**src/rtl/agc_sim_pkg.sv**
```systemverilog
// Shared definitions for the AGC simulation blocks: uplink FSM states,
// frame length and default uplink timing.
package agc_sim_pkg;

    typedef enum logic [2:0] {
        UPL_IDLE  = 3'd0,
        UPL_ARM   = 3'd1,
        UPL_PULSE = 3'd2,
        UPL_GAP   = 3'd3,
        UPL_WGAP  = 3'd4
    } upl_state_e;

    localparam int UPLINK_FRAME_LEN     = 16;
    localparam int UPL_PULSE_CYC_DEF    = 10;
    localparam int UPL_GAP_CYC_DEF      = 30;
    localparam int UPL_WORD_GAP_CYC_DEF = 200;

    function automatic int max3(input int a, input int b, input int c);
        int m;
        m = (a > b) ? a : b;
        return (m > c) ? m : c;
    endfunction

endpackage

```
**src/rtl/uplink_interval_timer.sv**
```systemverilog
// Loadable down-counter; zero is high once the loaded interval has elapsed.
// Loading N-1 keeps the caller's state alive for exactly N cycles.
module uplink_interval_timer #(
    parameter int W = 8
) (
    input  logic         clk,
    input  logic         rst_n,
    input  logic         load,
    input  logic [W-1:0] load_val,
    output logic         zero
);

    logic [W-1:0] cnt;

    always_ff @(posedge clk or negedge rst_n) begin
        if (!rst_n) begin
            cnt <= '0;
        end else if (load) begin
            cnt <= load_val;
        end else if (cnt != '0) begin
            cnt <= cnt - 1'b1;
        end
    end

    assign zero = (cnt == '0);

endmodule

```
**src/rtl/uplink_tx.sv**
```systemverilog
// Serialises a 15-bit uplink word into 16 UPL0/UPL1 pulses (start pulse + MSB-first data)
// toward the AGC, honouring the BLKUPL_n inhibit between pulses.
//
// state | meaning
// IDLE  | word_ready high, waiting for a word
// ARM   | waiting for BLKUPL_n=1 before starting the next pulse
// PULSE | UPL0 or UPL1 high for PULSE_CYC cycles
// GAP   | both low for GAP_CYC cycles; exits straight to PULSE when unblocked
// WGAP  | inter-word idle for WORD_GAP_CYC cycles
module uplink_tx
    import agc_sim_pkg::*;
#(
    parameter int PULSE_CYC    = UPL_PULSE_CYC_DEF,
    parameter int GAP_CYC      = UPL_GAP_CYC_DEF,
    parameter int WORD_GAP_CYC = UPL_WORD_GAP_CYC_DEF
) (
    input  logic        SIM_CLK,
    input  logic        SIM_RST_n,
    input  logic        word_valid,
    input  logic [14:0] word_data,
    output logic        word_ready,
    input  logic        BLKUPL_n,
    output logic        UPL0,
    output logic        UPL1,
    output logic        busy,
    output logic        done
);

    localparam logic [2:0] IDLE  = UPL_IDLE;
    localparam logic [2:0] ARM   = UPL_ARM;
    localparam logic [2:0] PULSE = UPL_PULSE;
    localparam logic [2:0] GAP   = UPL_GAP;
    localparam logic [2:0] WGAP  = UPL_WGAP;

    localparam int MAXC = max3(PULSE_CYC, GAP_CYC, WORD_GAP_CYC);
    localparam int TW   = (MAXC > 1) ? $clog2(MAXC) : 1;

    if (PULSE_CYC < 1 || GAP_CYC < 1 || WORD_GAP_CYC < 1) begin : g_bad_timing
        $error("uplink_tx: PULSE_CYC, GAP_CYC and WORD_GAP_CYC must all be >= 1");
    end

    logic [2:0]    state, state_nxt;
    logic [15:0]   shreg;
    logic [4:0]    bit_cnt;
    logic          rdy_en;
    logic          upl0_q, upl1_q, done_q;
    logic          tmr_load, tmr_zero;
    logic [TW-1:0] tmr_val;
    logic          accept, last_bit;

    assign word_ready = (state == IDLE) && rdy_en;
    assign accept     = word_valid && word_ready;
    assign last_bit   = (bit_cnt == 5'(UPLINK_FRAME_LEN - 1));

    always_comb begin
        state_nxt = state;
        tmr_load  = 1'b0;
        tmr_val   = '0;
        case (state)
            IDLE: if (accept) state_nxt = ARM;
            ARM: if (BLKUPL_n) begin
                state_nxt = PULSE;
                tmr_load  = 1'b1;
                tmr_val   = TW'(PULSE_CYC - 1);
            end
            PULSE: if (tmr_zero) begin
                state_nxt = GAP;
                tmr_load  = 1'b1;
                tmr_val   = TW'(GAP_CYC - 1);
            end
            GAP: if (tmr_zero) begin
                if (last_bit) begin
                    state_nxt = WGAP;
                    tmr_load  = 1'b1;
                    tmr_val   = TW'(WORD_GAP_CYC - 1);
                end else if (BLKUPL_n) begin
                    // gap already provided the arming cycle; no extra ARM cycle between pulses
                    state_nxt = PULSE;
                    tmr_load  = 1'b1;
                    tmr_val   = TW'(PULSE_CYC - 1);
                end else begin
                    state_nxt = ARM;
                end
            end
            WGAP: if (tmr_zero) state_nxt = IDLE;
            default: state_nxt = IDLE;
        endcase
    end

    always_ff @(posedge SIM_CLK or negedge SIM_RST_n) begin
        if (!SIM_RST_n) begin
            state   <= IDLE;
            shreg   <= '0;
            bit_cnt <= '0;
            rdy_en  <= 1'b0;
            upl0_q  <= 1'b0;
            upl1_q  <= 1'b0;
            done_q  <= 1'b0;
        end else begin
            state  <= state_nxt;
            rdy_en <= 1'b1;
            upl1_q <= (state_nxt == PULSE) && shreg[15];
            upl0_q <= (state_nxt == PULSE) && !shreg[15];
            done_q <= (state == PULSE) && tmr_zero && last_bit;
            if (accept) begin
                shreg   <= {1'b1, word_data};
                bit_cnt <= '0;
            end else if (state == PULSE && tmr_zero) begin
                shreg <= {shreg[14:0], 1'b0};
            end
            if (state == GAP && tmr_zero && !last_bit) bit_cnt <= bit_cnt + 5'd1;
        end
    end

    uplink_interval_timer #(.W(TW)) u_timer (
        .clk      (SIM_CLK),
        .rst_n    (SIM_RST_n),
        .load     (tmr_load),
        .load_val (tmr_val),
        .zero     (tmr_zero)
    );

    assign UPL0 = upl0_q;
    assign UPL1 = upl1_q;
    assign done = done_q;
    assign busy = (state != IDLE);

endmodule
```
**config.mk**
```make
export PLATFORM = sky130hd
export DESIGN_NAME = uplink_tx
export DESIGN_NICKNAME = d
export VERILOG_FILES = /design/src/rtl/agc_sim_pkg.sv /design/src/rtl/uplink_interval_timer.sv /design/src/rtl/uplink_tx.sv
export SDC_FILE = /design/constraint.sdc
export NUM_CORES = 1
export LEC_CHECK = 0
export CAP_MARGIN = 10
export CORE_ASPECT_RATIO = 0.5
export CORE_MARGIN = 2
export CORE_UTILIZATION = 41
export CTS_CLUSTER_DIAMETER = 150
export DETAILED_ROUTE_END_ITERATION = 16
export HOLD_SLACK_MARGIN = 0.15
export PLACE_DENSITY_LB_ADDON = 0.25
export SLEW_MARGIN = 20
export SYNTH_ARGS = -nofsm -noshare
export SYNTH_HDL_FRONTEND = slang
export SYNTH_SLANG_ARGS = --single-unit
```
**constraint.sdc**
```tcl
create_clock -name SIM_CLK -period 2.4 [get_ports SIM_CLK]
set_clock_uncertainty 0.1 [all_clocks]
set_input_delay 0.48 -clock SIM_CLK [delete_from_list [all_inputs] [get_ports SIM_CLK]]
set_output_delay 0.48 -clock SIM_CLK [all_outputs]
set_load 0.01 [all_outputs]
```
==> out/metrics.cfg <==
[route]
ant_nets=0
dr_wl_met2_microns=1730
wl_microns=3650
top_layer=met4
routed-wl-met3_microns=135
firstDrtPassIters=4
drc=0
vias=1447
vias_per_cell=5.21
drt-met1-wl_microns=1700
wire_per_inst_microns=13.1
drt-initial-drc-count=54

[run_status]
outcome=complete, no violations

[floorplan]
coreArea_sq_um=4320
initial_core_util=0.420
dieArea_sq_um=5010
io_pins=24
fp-row-count=17
die_h_microns=51.1
dieWidth_microns=98.1

[global_routing]
grt_pass1_wl_microns=6390
grt_pass1_vias=1436
antenna_found_initial=0
grt.total_usage=0.164
grt_start_max_net_pins=37
overflow=0

[synthesis]
syn-mean-instance-area_sq_um=9.81
synth_cell_type_count=37
ys_seq_elements=36
syn_inst=185
ys_warn_count=0
yosysSeqAreaShare=0.496
synth_fp_nets=208
synth_area_sq_um=1820

[worst_setup_path]
critPathLaunch=bit_cnt[0]$_DFFE_PN0P_
path_buf_inv=0
crit_family=simple AND/OR/NAND/NOR gates
cp-start-kind=register
critPathMaxFanout=6
cp_data_required_time_ps=2490
reg2reg_from=bit_cnt[0]$_DFFE_PN0P_
crit_cells=7
cp_common_cell=ha_4
cp_slowest_stage_delay_ps=560
ff2ff_path_depth=7
slowest_stage=or4_4
end_kind=register
arrival_ps=2420
critical_path_class=reg -> reg
path_cells=ha_4 -> and3_4 -> ha_4 -> nand2b_4 -> or4_4 -> or3b_1 -> o311ai_1

[placed_design]
portBuffers=23
place_congestion=0.913
place_area_sq_um=2180
hpwl_microns=2550

[final_layout]
fillCellCount=382
antenna_cells=0
final_layout_size_suffix_gt1_frac=0.154
design.final.nets=243
final_area_sq_um=2360
area_growth_pct=30.3

[job]
maxCapViolations=0

[timing]
max_freq_mhz=430
min_period_over_period=0.969
hold_viol=0
period_minus_slack_ps=2330
slew_viol_final=0
relSlewSlack=0.656
setup_violations=0
worst_pin_slew_ps=510

[clock_tree]
clock_latency_ps=290
ctsHoldBuffers=0
cts.sinks=36
clockBufferDepth=2
numCtsBuffers=5
cts_root_buf=clkbuf_8
clk_transition_reported_paths_ps=70
htreeDepth=2
cts_tree=done

[hold_path]
holdCritPathClass=reg -> reg
worstHoldStart=shreg[15]$_DFFE_PN0P_
hold_path_depth=1

[power]
leakagePower_nw=0.908
pwr_density_cell_nw_per_um2=501
p_total_mw=1.18
peakVddDrop_v=0.000310

-- worst reg2reg max path, delay by kind of cell, from the launching register on --
kind | cells | cell delay, ps
simple gates | 4 | 1290
compound gates | 1 | 90
fa+ha+maj | 2 | 340
flops | 1 | 410
-- per-stage QoR --
step | hold slack, ps | setup WS [ps] | setup TNS (ps) | utilization | cells
final | 350 | 73.5 | 0 | 0.548 | 278
after global routing | 377 | -6.72 | -6.72 | 0.548 | 278
after CTS | 351 | 0.576 | 0 | 0.533 | 275
after detailed placement | 341 | 24.5 | 0 | 0.504 | 267
after global placement | 325 | 80.3 | 0 | 0.504 | 267
after floorplan | 84.4 | 74.7 | 0 | - | 185
-- cell usage in the layout, fill, tap and decap left out, types with 3 or more instances in the layout --
master,synthesis,routed
a21oi_1,18,18
buf_4,2,11
clkbuf_8,0,5
clkdlybuf4s50_1,0,23
dfrtp_1,36,35
inv_1,10,8
mux2i_1,16,16
nand2_1,8,8
nand2b_1,4,3
nand3_1,11,11
nor2_1,22,22
o21ai_0,11,11
o31ai_1,3,3
xnor2_1,5,5
-- cell type report --
cell class	count	area, sq um	share of cell area
sequential	36	902	0.381
inverter	10	37.5	0.0159
timing repair buffer	36	353	0.149
clock buffer	5	68.8	0.0291
multi-input combinational	131	890	0.376
clock inverter	3	42.5	0.0180
tap	57	71.3	0.0302
-- logic make-up (layout without fill, tap and decap cells) --
family	Yosys count	in the layout	synth area share
and+or+nand+nor	65	65	0.185
AOI/OAI and AO/OA	40	40	0.132
DFF	36	36	0.496
buffers and inverters	18	54	0.0455
muxes	16	16	0.0882
xor gates and xnor gates	5	5	0.0241
adders and majority gates	4	4	0.0276
other	1	1	0.00207
-- synthesized netlist by cell type --
master,n,share of area
or4_4,1,0.0062
dfrtp_1,36,0.50
o21a_1,1,0.0041
nand2b_1,4,0.014
nor2_1,22,0.045
nand3_1,11,0.030
and3_1,2,0.0069
nor4_1,3,0.010
o31a_1,1,0.0048
buf_6,1,0.0062
buf_1,1,0.0021
or3b_1,1,0.0048
o21ai_0,11,0.030
nor3b_1,1,0.0041
inv_1,10,0.021
or3_1,1,0.0034
nand2_1,8,0.017
a31o_2,1,0.0048
a21oi_1,18,0.050
o211ai_1,1,0.0041
or4b_4,1,0.0076
nand4_1,1,0.0034
mux2i_1,16,0.088
nand3b_1,2,0.0083
buf_4,2,0.0083
clkbuf_1,4,0.0083
nor3_1,3,0.0083
a311o_1,2,0.011
conb_1,1,0.0021
or4_1,2,0.0083
o311ai_1,1,0.0048
ha_1,4,0.028
o31ai_1,3,0.012
nor2b_1,1,0.0034
xnor2_1,5,0.024
and2_1,1,0.0034
o311a_1,1,0.0055
-- path summary, 6_finish.rpt --
check	endpoint	slack [ps]
setup / recovery	bit_cnt[2]$_DFFE_PN0P_	70
hold / removal	UPL0$_DFF_PN0_	350
setup reg to reg	bit_cnt[2]$_DFFE_PN0P_	70
hold reg to reg	UPL0$_DFF_PN0_	350
max in group asynchronous	state[2]$_DFF_PN0_	1370
min in group asynchronous	shreg[3]$_DFFE_PN0P_	490
-- routing by layer --
| metal | GRT usage | vias to the layer above |
|---|---|---|
| li1 | - | 722 |
| met1 | 0.195 | 690 |
| met2 | 0.280 | 26 |
| met3 | 0.0492 | 9 |
| met4 | 0.0741 | 0 |
| met5 | 0 | - |
-- what timing repair did --
item,4_1_cts,5_1_grt
gates resized for setup,2,10
setup endpoints to repair,2,4
buffers inserted,0,3
gates cloned,0,0
pin swaps,0,2
-- registers in the layout, indices dropped and copies added (netlist names) --
| register | flops |
|---|---|
| UPL0 | 1 |
| UPL1 | 1 |
| bit_cnt | 5 |
| done | 1 |
| rdy_en | 1 |
| shreg | 16 |
| state | 3 |
| u_timer.cnt | 8 |
-- power breakdown --
| part | switching [mW] | internal (mW) | total [mW] |
|---|---|---|---|
| Combinational | 0.0178 | 0.0281 | 0.0459 |
| Sequential | 0.000504 | 0.607 | 0.608 |
| Clock | 0.224 | 0.307 | 0.531 |
No activity file was read; power rests on OpenSTA's default activity.
